==> src/rtl/ip_dec_arbiter_pkg.sv <==
`timescale 1ns/1ps
// Shared types and constants for the IP decoder arbiter slice.
package ip_dec_arbiter_pkg;

  typedef enum logic [2:0] {
    IDLE     = 3'd0,
    PRE      = 3'd1,
    STREAM   = 3'd2,
    WAIT_FIN = 3'd3,
    DONE     = 3'd4
  } arb_state_e;

  localparam logic [7:0] PROTO_TCP = 8'd6;
  localparam logic [7:0] PROTO_UDP = 8'd17;
  localparam int FIN_TIMEOUT_DEF = 64;

  function automatic logic proto_known(input logic [7:0] p);
    return (p == PROTO_TCP) || (p == PROTO_UDP);
  endfunction

endpackage

==> src/rtl/ip_dec_arbiter_if.sv <==
`timescale 1ns/1ps
// Bundle of RX source, decoder and status signals around the arbiter.
interface ip_dec_arbiter_if #(
  parameter int N_SRC = 2,
  parameter int SRC_W = 1
);
  logic [32*N_SRC-1:0] src_data;
  logic [N_SRC-1:0]    src_valid;
  logic [N_SRC-1:0]    src_last;
  logic [N_SRC-1:0]    src_ready;
  logic [31:0]         dec_data;
  logic                dec_start;
  logic                dec_reset;
  logic                dec_fin;
  logic                dec_ok;
  logic [7:0]          dec_protocol;
  logic [N_SRC-1:0]    grant;
  logic                busy;
  logic                pkt_done;
  logic                pkt_ok;
  logic [SRC_W-1:0]    pkt_src;
  logic [7:0]          pkt_proto;
  logic                timeout_err;
  logic                abort_err;

  // Arbiter side
  modport master (
    input  src_data, src_valid, src_last, dec_fin, dec_ok, dec_protocol,
    output src_ready, dec_data, dec_start, dec_reset, grant, busy,
           pkt_done, pkt_ok, pkt_src, pkt_proto, timeout_err, abort_err
  );

  // Sources, decoder and status consumer side
  modport slave (
    output src_data, src_valid, src_last, dec_fin, dec_ok, dec_protocol,
    input  src_ready, dec_data, dec_start, dec_reset, grant, busy,
           pkt_done, pkt_ok, pkt_src, pkt_proto, timeout_err, abort_err
  );
endinterface

==> src/rtl/ip_dec_arbiter_rr_pick.sv <==
`timescale 1ns/1ps
// Combinational round-robin picker: first requester at or above ptr_i, wrapping.
module ip_dec_arbiter_rr_pick
  import ip_dec_arbiter_pkg::*;
#(
  parameter int N_SRC = 2,
  parameter int SRC_W = 1
) (
  input  logic [N_SRC-1:0] req_i,
  input  logic [SRC_W-1:0] ptr_i,
  output logic [N_SRC-1:0] gnt_o,
  output logic [SRC_W-1:0] idx_o
);

  logic             found;
  logic [SRC_W-1:0] cand;

  always_comb begin
    gnt_o = '0;
    idx_o = '0;
    found = 1'b0;
    cand  = '0;
    for (int i = 0; i < N_SRC; i++) begin
      cand = SRC_W'((int'(ptr_i) + i) % N_SRC);
      if (!found && req_i[cand]) begin
        gnt_o[cand] = 1'b1;
        idx_o       = cand;
        found       = 1'b1;
      end
    end
  end

endmodule

==> src/rtl/ip_dec_arbiter.sv <==
`timescale 1ns/1ps
// Shares one IP_decoder between N_SRC RX word streams, round-robin per packet.
// Define IP_ARB_PROTO_FILTER_EN to report only TCP/UDP packets as ok.
//
// state    | meaning
// IDLE     | waiting for any src_valid, decoder released
// PRE      | one-cycle decoder reset before the packet
// STREAM   | forwarding granted source words to the decoder
// WAIT_FIN | waiting for dec_fin, bounded by FIN_TIMEOUT
// DONE     | one-cycle pkt_done with status, advance rr pointer
module ip_dec_arbiter
  import ip_dec_arbiter_pkg::*;
#(
  parameter int N_SRC       = 2,
  parameter int SRC_W       = 1,
  parameter int FIN_TIMEOUT = FIN_TIMEOUT_DEF,
  parameter int TO_W        = 7
) (
  input logic               clk,
  input logic               reset,
  ip_dec_arbiter_if.master  bus
);

  arb_state_e       state_q;
  logic [SRC_W-1:0] rr_q, rr_d, gidx_q, pick_idx, pkt_src_q;
  logic [N_SRC-1:0] grant_q, pick_gnt;
  logic [31:0]      dec_data_q, g_data;
  logic [7:0]       pkt_proto_q;
  logic [TO_W-1:0]  cnt_q;
  logic             dec_start_q, dec_reset_q;
  logic             pkt_done_q, pkt_ok_q, timeout_q, abort_q;
  logic             fin_seen_q, ok_seen_q;
  logic             g_valid, g_last, fin_ok_raw, fin_ok;

  ip_dec_arbiter_rr_pick #(.N_SRC(N_SRC), .SRC_W(SRC_W)) u_rr_pick (
    .req_i (bus.src_valid),
    .ptr_i (rr_q),
    .gnt_o (pick_gnt),
    .idx_o (pick_idx)
  );

  always_comb begin
    g_data  = '0;
    g_valid = 1'b0;
    g_last  = 1'b0;
    for (int i = 0; i < N_SRC; i++) begin
      if (gidx_q == SRC_W'(i)) begin
        g_data  = bus.src_data[32*i +: 32];
        g_valid = bus.src_valid[i];
        g_last  = bus.src_last[i];
      end
    end
  end

  // A fin seen while still streaming is honoured with the ok captured alongside it.
  always_comb begin
    fin_ok_raw = bus.dec_fin ? bus.dec_ok : ok_seen_q;
`ifdef IP_ARB_PROTO_FILTER_EN
    fin_ok = fin_ok_raw && proto_known(bus.dec_protocol);
`else
    fin_ok = fin_ok_raw;
`endif
  end

  always_comb begin
    rr_d = (gidx_q == SRC_W'(N_SRC - 1)) ? '0 : gidx_q + 1'b1;
  end

  always_ff @(posedge clk) begin
    if (!reset) begin
      state_q     <= IDLE;
      rr_q        <= '0;
      grant_q     <= '0;
      gidx_q      <= '0;
      dec_data_q  <= '0;
      dec_start_q <= 1'b0;
      dec_reset_q <= 1'b1;
      pkt_done_q  <= 1'b0;
      pkt_ok_q    <= 1'b0;
      timeout_q   <= 1'b0;
      abort_q     <= 1'b0;
      pkt_src_q   <= '0;
      pkt_proto_q <= '0;
      cnt_q       <= '0;
      fin_seen_q  <= 1'b0;
      ok_seen_q   <= 1'b0;
    end else begin
      pkt_done_q <= 1'b0;
      case (state_q)
        IDLE: begin
          dec_reset_q <= 1'b0;
          fin_seen_q  <= 1'b0;
          ok_seen_q   <= 1'b0;
          if (|bus.src_valid) begin
            grant_q     <= pick_gnt;
            gidx_q      <= pick_idx;
            dec_reset_q <= 1'b1;
            state_q     <= PRE;
          end
        end
        PRE: begin
          dec_reset_q <= 1'b0;
          state_q     <= STREAM;
        end
        STREAM: begin
          if (bus.dec_fin) begin
            fin_seen_q <= 1'b1;
            ok_seen_q  <= bus.dec_ok;
          end
          if (g_valid) begin
            dec_data_q  <= g_data;
            dec_start_q <= 1'b1;
            if (g_last) begin
              cnt_q   <= TO_W'(FIN_TIMEOUT - 1);
              state_q <= WAIT_FIN;
            end
          end else begin
            // Gap inside a packet: abandon it and flush the decoder.
            dec_start_q <= 1'b0;
            dec_reset_q <= 1'b1;
            pkt_done_q  <= 1'b1;
            pkt_ok_q    <= 1'b0;
            timeout_q   <= 1'b0;
            abort_q     <= 1'b1;
            pkt_src_q   <= gidx_q;
            pkt_proto_q <= bus.dec_protocol;
            state_q     <= DONE;
          end
        end
        WAIT_FIN: begin
          dec_start_q <= 1'b0;
          if (bus.dec_fin || fin_seen_q) begin
            pkt_done_q  <= 1'b1;
            pkt_ok_q    <= fin_ok;
            timeout_q   <= 1'b0;
            abort_q     <= 1'b0;
            pkt_src_q   <= gidx_q;
            pkt_proto_q <= bus.dec_protocol;
            state_q     <= DONE;
          end else if (cnt_q == '0) begin
            pkt_done_q  <= 1'b1;
            pkt_ok_q    <= 1'b0;
            timeout_q   <= 1'b1;
            abort_q     <= 1'b0;
            pkt_src_q   <= gidx_q;
            pkt_proto_q <= bus.dec_protocol;
            state_q     <= DONE;
          end else begin
            cnt_q <= cnt_q - 1'b1;
          end
        end
        DONE: begin
          dec_reset_q <= 1'b0;
          grant_q     <= '0;
          rr_q        <= rr_d;
          state_q     <= IDLE;
        end
        default: state_q <= IDLE;
      endcase
    end
  end

  assign bus.src_ready   = (state_q == STREAM) ? grant_q : '0;
  assign bus.dec_data    = dec_data_q;
  assign bus.dec_start   = dec_start_q;
  assign bus.dec_reset   = dec_reset_q;
  assign bus.grant       = grant_q;
  assign bus.busy        = (state_q != IDLE);
  assign bus.pkt_done    = pkt_done_q;
  assign bus.pkt_ok      = pkt_ok_q;
  assign bus.pkt_src     = pkt_src_q;
  assign bus.pkt_proto   = pkt_proto_q;
  assign bus.timeout_err = timeout_q;
  assign bus.abort_err   = abort_q;

endmodule
==> src/flat_wrapper.sv <==
// flat-port wrapper written by rule: the top's interface ports become plain ports
module ip_dec_arbiter_flat import ip_dec_arbiter_pkg::*;
#(
  parameter int N_SRC       = 2,
  parameter int SRC_W       = 1,
  parameter int FIN_TIMEOUT = FIN_TIMEOUT_DEF,
  parameter int TO_W        = 7
)
  (clk, reset, bus_src_data, bus_src_valid, bus_src_last, bus_dec_fin, bus_dec_ok, bus_dec_protocol, bus_src_ready, bus_dec_data, bus_dec_start, bus_dec_reset, bus_grant, bus_busy, bus_pkt_done, bus_pkt_ok, bus_pkt_src, bus_pkt_proto, bus_timeout_err, bus_abort_err);
  ip_dec_arbiter_if #(.N_SRC(N_SRC), .SRC_W(SRC_W)) bus_i ();
  input logic clk;
  input logic reset;
  input wire logic [$bits(bus_i.src_data)-1:0] bus_src_data;
  input wire logic [$bits(bus_i.src_valid)-1:0] bus_src_valid;
  input wire logic [$bits(bus_i.src_last)-1:0] bus_src_last;
  input wire logic [$bits(bus_i.dec_fin)-1:0] bus_dec_fin;
  input wire logic [$bits(bus_i.dec_ok)-1:0] bus_dec_ok;
  input wire logic [$bits(bus_i.dec_protocol)-1:0] bus_dec_protocol;
  output wire logic [$bits(bus_i.src_ready)-1:0] bus_src_ready;
  output wire logic [$bits(bus_i.dec_data)-1:0] bus_dec_data;
  output wire logic [$bits(bus_i.dec_start)-1:0] bus_dec_start;
  output wire logic [$bits(bus_i.dec_reset)-1:0] bus_dec_reset;
  output wire logic [$bits(bus_i.grant)-1:0] bus_grant;
  output wire logic [$bits(bus_i.busy)-1:0] bus_busy;
  output wire logic [$bits(bus_i.pkt_done)-1:0] bus_pkt_done;
  output wire logic [$bits(bus_i.pkt_ok)-1:0] bus_pkt_ok;
  output wire logic [$bits(bus_i.pkt_src)-1:0] bus_pkt_src;
  output wire logic [$bits(bus_i.pkt_proto)-1:0] bus_pkt_proto;
  output wire logic [$bits(bus_i.timeout_err)-1:0] bus_timeout_err;
  output wire logic [$bits(bus_i.abort_err)-1:0] bus_abort_err;
  assign bus_i.src_data = bus_src_data;
  assign bus_i.src_valid = bus_src_valid;
  assign bus_i.src_last = bus_src_last;
  assign bus_i.dec_fin = bus_dec_fin;
  assign bus_i.dec_ok = bus_dec_ok;
  assign bus_i.dec_protocol = bus_dec_protocol;
  assign bus_src_ready = bus_i.src_ready;
  assign bus_dec_data = bus_i.dec_data;
  assign bus_dec_start = bus_i.dec_start;
  assign bus_dec_reset = bus_i.dec_reset;
  assign bus_grant = bus_i.grant;
  assign bus_busy = bus_i.busy;
  assign bus_pkt_done = bus_i.pkt_done;
  assign bus_pkt_ok = bus_i.pkt_ok;
  assign bus_pkt_src = bus_i.pkt_src;
  assign bus_pkt_proto = bus_i.pkt_proto;
  assign bus_timeout_err = bus_i.timeout_err;
  assign bus_abort_err = bus_i.abort_err;
  ip_dec_arbiter #(.N_SRC(N_SRC), .SRC_W(SRC_W), .FIN_TIMEOUT(FIN_TIMEOUT), .TO_W(TO_W)) u_core (.clk(clk), .reset(reset), .bus(bus_i));
endmodule
==> config.mk <==
export PLATFORM = sky130hd
export DESIGN_NAME = ip_dec_arbiter_flat
export DESIGN_NICKNAME = d
export VERILOG_FILES = /design/src/rtl/ip_dec_arbiter_pkg.sv /design/src/rtl/ip_dec_arbiter_if.sv /design/src/rtl/ip_dec_arbiter_rr_pick.sv /design/src/rtl/ip_dec_arbiter.sv /design/src/flat_wrapper.sv
export SDC_FILE = /design/constraint.sdc
export NUM_CORES = 1
export LEC_CHECK = 0
export CORE_MARGIN = 10
export CORE_UTILIZATION = 30
export CTS_CLUSTER_SIZE = 14
export DETAILED_ROUTE_END_ITERATION = 8
export SYNTH_ARGS = -nofsm -noshare
export SYNTH_HDL_FRONTEND = slang
export SYNTH_SLANG_ARGS = --single-unit
==> constraint.sdc <==
create_clock -name clk -period 2.5 [get_ports clk]
set_input_delay 0.625 -clock clk [delete_from_list [all_inputs] [get_ports clk]]
set_output_delay 0.625 -clock clk [all_outputs]
set_load 0.005 [all_outputs]
# After elaboration in Yosys (flattened, before gate mapping)
# Index checks and enable logic that the tools add are counted.
[op_classes] reduce_logical=22 n_bitwise=1 add_sub_neg=3 n_lt_le_gt_ge=4 n_eq_ne=13 mux=61
[ops] cell="$mux W32" count=1
[ops] cell="$mux W1" count=29
[ops] cell="$mux W7" count=4
[ops] cell="$mux W8" count=3
[ops] cell="$pmux W1 S2" count=8
[ops] cell="$pmux W8 S2" count=1
[ops] cell="$mux W3" count=5
[ops] cell="$pmux W7 S2" count=1
[ops] cell="$pmux W3 S4" count=1
[ops] cell="$reduce_and A2 Y1" count=5
[ops] cell="$mux W2" count=4
[ops] cell="$ne A2 B2 Y1 const B" count=4
[ops] cell="$logic_not A7 Y1" count=1
[ops] cell="$sub A7 B1 Y7 const B" count=1
[ops] cell="$eq A3 B2 Y1 const B" count=2
[ops] cell="$ne A2 B1 Y1 const B" count=3
[ops] cell="$reduce_and A3 Y1" count=2
[ops] cell="$reduce_bool A2 Y1" count=3
[ops] cell="$reduce_bool A3 Y1" count=2
[ops] cell="$reduce_and A5 Y1" count=1
[ops] cell="$lt A1 B2 Y1 const B" count=2
[ops] cell="$pmux W2 S2" count=1
[ops] cell="$reduce_or A2 Y1" count=2
[ops] cell="$eq A3 B1 Y1 const B" count=1
[ops] cell="12 further kinds" count=17
[totals] out_inout_bits=52 regBits=63 input_bits=80 wordCells=120

# Depth between registers and ports, before layout
[logic_depth] word_depth=9 ltp_mapped=8 mapped_depth_nobuf=7

# Cells and area by module
# From an unflattened synthesis, not the netlist that was laid out.
[hier_totals] hier_cells=307 hier_area_um2=2972.9
[by_module_without_submodules] module="ip_dec_arbiter" area_each_um2=2942.8 seq_area_each_um2=1261.2 cells_each=303 n_inst=1
[by_module_without_submodules] module="ip_dec_arbiter_rr_pick" area_each_um2=30.0 seq_area_each_um2=0.0 cells_each=4 n_inst=1

# Least setup slack after synthesis
# No wires, ideal clock.
[synth_timing] kind="register -> register" from="reg u_core.cnt_q[0]" to="reg u_core.cnt_q[5]" arrival_ns=1.595 stages_incl_launch_ff=8 t_required_ns=2.384 synth_period_minus_slack_ns=1.711 path_buffers=0 setup_slack_ns=0.789 setup_time_ns=0.116 path_cell_list="dfxtp_1 -> inv_1 -> ha_1 -> nor4b_2 -> a211oi_4 -> and2_1 -> o21ai_0 -> o211a_1"
[synth_between] elab_chain_cells=4
[synth_rtl] item="start: declaration" line="ip_dec_arbiter.sv:29" source="logic [TO_W-1:0] cnt_q;"
[synth_rtl] item="start signal: assignment" line="ip_dec_arbiter.sv:114" source="cnt_q <= TO_W'(FIN_TIMEOUT - 1);"
[synth_rtl] item="start signal: assignment" line="ip_dec_arbiter.sv:149" source="cnt_q <= cnt_q - 1'b1;"
[synth_rtl] item="$sub A7 B1 Y7" line="ip_dec_arbiter.sv:149"
[synth_rtl] item="$mux W7" line="ip_dec_arbiter.sv:140" source="end else if (cnt_q == '0) begin"
[synth_rtl] item="$mux W7" line="ip_dec_arbiter.sv:132" source="if (bus.dec_fin || fin_seen_q) begin"
[synth_rtl] item="$pmux W7 S2" line="ip_dec_arbiter.sv:89" source="case (state_q)"
# Parallel ways exist; a longest one is shown, timed or not. The select of a mux whose other input is x is not followed.
# A chain may end at the register's enable or synchronous reset.

# Final worst setup path
[layout_timing] from="reg u_core.state_q[2]" to="out bus_src_ready[1]"
[layout_between] elab_chain_cells=2
[layout_rtl] item="start: declaration" line="ip_dec_arbiter.sv:24" source="arb_state_e state_q;"
[layout_rtl] item="start signal: assignment" line="ip_dec_arbiter.sv:71" source="state_q <= IDLE;"
[layout_rtl] item="start signal: assignment" line="ip_dec_arbiter.sv:98" source="state_q <= PRE;"
[layout_rtl] item="start signal: assignment" line="ip_dec_arbiter.sv:103" source="state_q <= STREAM;"
[layout_rtl] item="$eq A3 B2 Y1" line="ip_dec_arbiter.sv:163" source="assign bus.src_ready = (state_q == STREAM) ? grant_q : '0;"
[layout_rtl] item="$mux W2" line="ip_dec_arbiter.sv:163"
[layout_rtl] item="end: declaration" line="flat_wrapper.sv:19" source="output wire logic [$bits(bus_i.src_ready)-1:0] bus_src_ready;"
# No other way between the ends.

==> results.sh <==
export IMPL_die_area_mm2=0.0137
export IMPL_drv_slew=0
export IMPL_start_util_pct=30.7
export IMPL_rows=35
export IMPL_antenna_found_initial=0
export IMPL_postSynthCellCount=321
export IMPL_fin_tns_setup_ns=0
export IMPL_cts_max_level=3
export IMPL_rsz0062_at_grt="false"
export IMPL_end_kind="output port"
export IMPL_wl_per_cell_um=15.3
export IMPL_p_per_area_mw_per_mm2=586
export IMPL_synthTopCellsByArea="dfxtp_1 (44%), mux2i_1 (12%), a211oi_1 (8.7%), nor2_1 (5.7%), o21ai_0 (3.4%)"
export IMPL_synth_compound_area_share_pct=20.0
export IMPL_multi_input_area_mm2=0.00144
export IMPL_synth_mux_area_share_pct=12.0
export IMPL_core_area_mm2=0.00924
export IMPL_cp_required_ns=1.88
export IMPL_grt_busiest_layer="met2"
export IMPL_cap_viol_max_count=0
export IMPL_rr_worst_depth=7
export IMPL_met3_usage_pct=6.12
export IMPL_avgSynthCellArea_um2=8.83
export IMPL_worstPathMaxFanout=3
export IMPL_grt_pass1_vias=2598
export IMPL_clk_pin_slew_ns=0.07
export IMPL_dpl_hpwl_um=6830
export IMPL_synth_async_sr_flop_share_pct=0
export IMPL_grt_ovfl_total=0
export IMPL_drive_gt1_share_pct=8.91
export IMPL_holdPathStages=2
export IMPL_vias_per_cell=4.65
export IMPL_hp_class="reg2reg"
export IMPL_holdBufCountCts=0
export IMPL_cp_buffers_inverters=1
export IMPL_cts_tree="built"
export IMPL_track_usage_pct=12.6
export IMPL_synthSimpleGateAreaFrac_pct=17.7
export IMPL_p_seq_share_pct=41.8
export IMPL_ys_types=38
export IMPL_synth_nets=403
export IMPL_drc=0
export IMPL_grt_use_met2_pct=20.5
export IMPL_synthFlopType="dfxtp_1"
export IMPL_drtIter0Drc=142
export IMPL_p_comb_share_pct=24.0
export IMPL_fin_nets=537
export IMPL_hold_start="u_core.bus.pkt_proto[0]$_SDFFE_PN0P_"
export IMPL_yosys_cell_count_top_type="dfxtp_1"
export IMPL_routed_wirelength_um=8990
export IMPL_crit_arrival_ns=1.71
export IMPL_clk_latency_ns=0.33
export IMPL_fp_dieW_um=117
export IMPL_fin_util_pct=49.4
export IMPL_antenna_cells=0
export IMPL_cts_setup_buffers=0
export IMPL_cts_root_buf="clkbuf_8"
export IMPL_vias=2738
export IMPL_yosysTopAreaCellShare_pct=44.5
export IMPL_slowest_stage="clkdlybuf4s50_1"
export IMPL_ant_nets=0
export IMPL_reg2reg_slack_ns=0.57
export IMPL_p_clk_share_pct=34.1
export IMPL_hold_viol=0
export IMPL_synth_top_family_by_area="compound AO/OA/AOI/OAI gates"
export IMPL_whs_endpoint="u_core.bus.pkt_proto[0]$_SDFFE_PN0P_"
export IMPL_drt_pass1_iterations=4
export IMPL_report_final_setup_viol=0
export IMPL_cp_start_kind="flip-flop"
export IMPL_synth_edf_count=0
export IMPL_io_buffers=131
export IMPL_synth_top_area_cell="dfxtp_1"
export IMPL_die_y_um=117
export IMPL_cts_buffers_inserted=9
export IMPL_intPower_w=0.00198
export IMPL_vdd_drop_max_uv=315
export IMPL_path_cells="nand2b_1 > nor2_1 > and2_1 > clkdlybuf4s50_1"
export IMPL_path_class="reg2out"
export IMPL_p_switching_w=0.000695
export IMPL_gr_usage_met1_pct=14.5
export IMPL_synth_xor_area_share_pct=0
export IMPL_r2r_start="u_core.cnt_q[0]$_SDFFE_PN0P_"
export IMPL_gp_routability_congestion=0.804
export IMPL_cts_buffer_depth=2
export IMPL_synthAdderAreaFrac_pct=0.883
export IMPL_status="finished clean"
export IMPL_ys_seq_area_share_pct=44.5
export IMPL_n_fill_cell=863
export IMPL_clock_sinks=63
export IMPL_synth_common_cells="dfxtp_1 (63), nor2_1 (43), mux2i_1 (34), a211oi_1 (33), nand2_1 (23)"
export IMPL_synth_seq_cells=63
export IMPL_area_growth_pct=61.1
export IMPL_max_freq_ghz=0.428
export IMPL_slew_headroom_pct=67.4
export IMPL_cpPeakStageDelay_ns=0.50
export IMPL_grt_first_pass_wirelength_um=13500
export IMPL_critPathTopFamily="simple AND/OR/NAND/NOR gates"
export IMPL_io_pins=132
export IMPL_p_sw_share_pct=25.9
export IMPL_yosysWarningCount=0
export IMPL_syn_area_mm2=0.00284
export IMPL_post_cts_resized=0
export IMPL_total_leakage_power_nw=1.57
export IMPL_grt_max_degree=54
export IMPL_fin_crit_sh_pct=93.4
export IMPL_worst_slew_pin_slew_ns=0.488
export IMPL_worst_r2r_endpoint="u_core.cnt_q[1]$_SDFFE_PN0P_"
export IMPL_period_minus_slack_ns=2.33
export IMPL_seqCellArea_mm2=0.00126
export IMPL_finClkSkew_ns=0.00541
-- metal layers --
metal	share of wire [%]	routed length, um
met5	0	0
met4	0.81	73
met3	9.3	838
met2	47	4260
met1	42	3810
-- through the flow --
| step | cell area, um^2 | total power (W) | setup WS, ns | instances | hold slack, ns |
|---|---|---|---|---|---|
| global route | 4570 | 0.00283 | 0.0266 | 589 | 0.481 |
| CTS | 4570 | 0.00272 | 0.126 | 589 | 0.454 |
| detailed placement | 4360 | 0.00179 | 0.309 | 573 | 0.444 |
| global placement | 4360 | 0.00179 | 0.397 | 573 | 0.443 |
| floorplan | 2840 | 0.00143 | 0.789 | 321 | 0.432 |
| finish | 4570 | 0.00268 | 0.165 | 589 | 0.450 |
-- area by class of cell --
cell class | instances | area share, %
timing repair buffer | 149 | 32.2
multi-input combinational | 226 | 31.5
sequential | 63 | 27.6
clock buffer | 13 | 3.70
tap | 129 | 3.53
clock inverter | 3 | 0.877
inverter | 6 | 0.493
-- power by group through the flow --
| stage | clock [W] | combinational, W | sequential (W) |
|---|---|---|---|
| after floorplan | 0 | 0.000294 | 0.00114 |
| after global placement | 0 | 0.000644 | 0.00114 |
| after detailed placement | 0 | 0.000648 | 0.00114 |
| after CTS | 0.000951 | 0.000652 | 0.00112 |
| after global routing | 0.000995 | 0.000705 | 0.00113 |
| final | 0.000914 | 0.000643 | 0.00112 |
-- tightest hold or removal path: cells and delay by family (launching register included) --
family	cells	cell delay, ns
DFF	1	0.31
and+or+nand+nor	1	0.05
AOI/OAI and AO/OA	1	0.05
-- cell families (layout without fill, tap and decap cells) --
family / count (synthesis) / in the layout
DFF: 63 / 63
and+or+nand+nor: 106 / 106
adders and majority gates: 2 / 2
muxes: 34 / 34
AOI/OAI and AO/OA: 84 / 84
buffers and inverters: 32 / 171
-- cells in the final DEF, fill, tap and decap left out, types with 2 or more instances in the layout --
cell	count
dfxtp_1	62
clkbuf_8	12
and3_1	2
nand3b_1	3
a311oi_1	4
o21ai_0	19
a21oi_1	17
inv_1	6
clkdlybuf4s50_1	131
ha_1	2
nor3_1	4
buf_4	16
nand2_1	23
nor2_1	43
nor3b_1	2
clkinv_2	2
and2_1	6
mux2i_1	34
nand3_1	11
nand4_1	2
nand2b_1	4
a211oi_1	33
o21ai_1	2
buf_12	2
-- worst max path at each step --
stage | to | depth (start not counted) | from
after global routing | bus_src_ready[1] | 4 | u_core.state_q[2]$_SDFFE_PN0P_
final | bus_src_ready[1] | 4 | u_core.state_q[2]$_SDFFE_PN0P_
after detailed placement | u_core.cnt_q[3]$_SDFFE_PN0P_ | 7 | bus_src_valid[0]
after global placement | u_core.bus.pkt_proto[2]$_SDFFE_PN0P_ | 8 | bus_src_valid[1]
after floorplan | u_core.cnt_q[5]$_SDFFE_PN0P_ | 7 | u_core.cnt_q[0]$_SDFFE_PN0P_
after CTS | bus_src_ready[1] | 4 | u_core.state_q[2]$_SDFFE_PN0P_
-- state kept, by name, indices dropped and copies added, names as in the netlist --
| register | flops |
|---|---|
| u_core.bus.dec_reset | 1 |
| u_core.state_q | 3 |
| u_core.gidx_q | 1 |
| u_core.bus.dec_start | 1 |
| u_core.ok_seen_q | 1 |
| u_core.bus.dec_data | 32 |
| u_core.bus.timeout_err | 1 |
| u_core.bus.pkt_ok | 1 |
| u_core.bus.pkt_done | 1 |
| u_core.rr_q | 1 |
| u_core.cnt_q | 7 |
| u_core.bus.grant | 2 |
| u_core.fin_seen_q | 1 |
| u_core.bus.pkt_proto | 8 |
| u_core.bus.pkt_src | 1 |
| u_core.bus.abort_err | 1 |
Note: power is estimated with default switching activity, not from simulation.
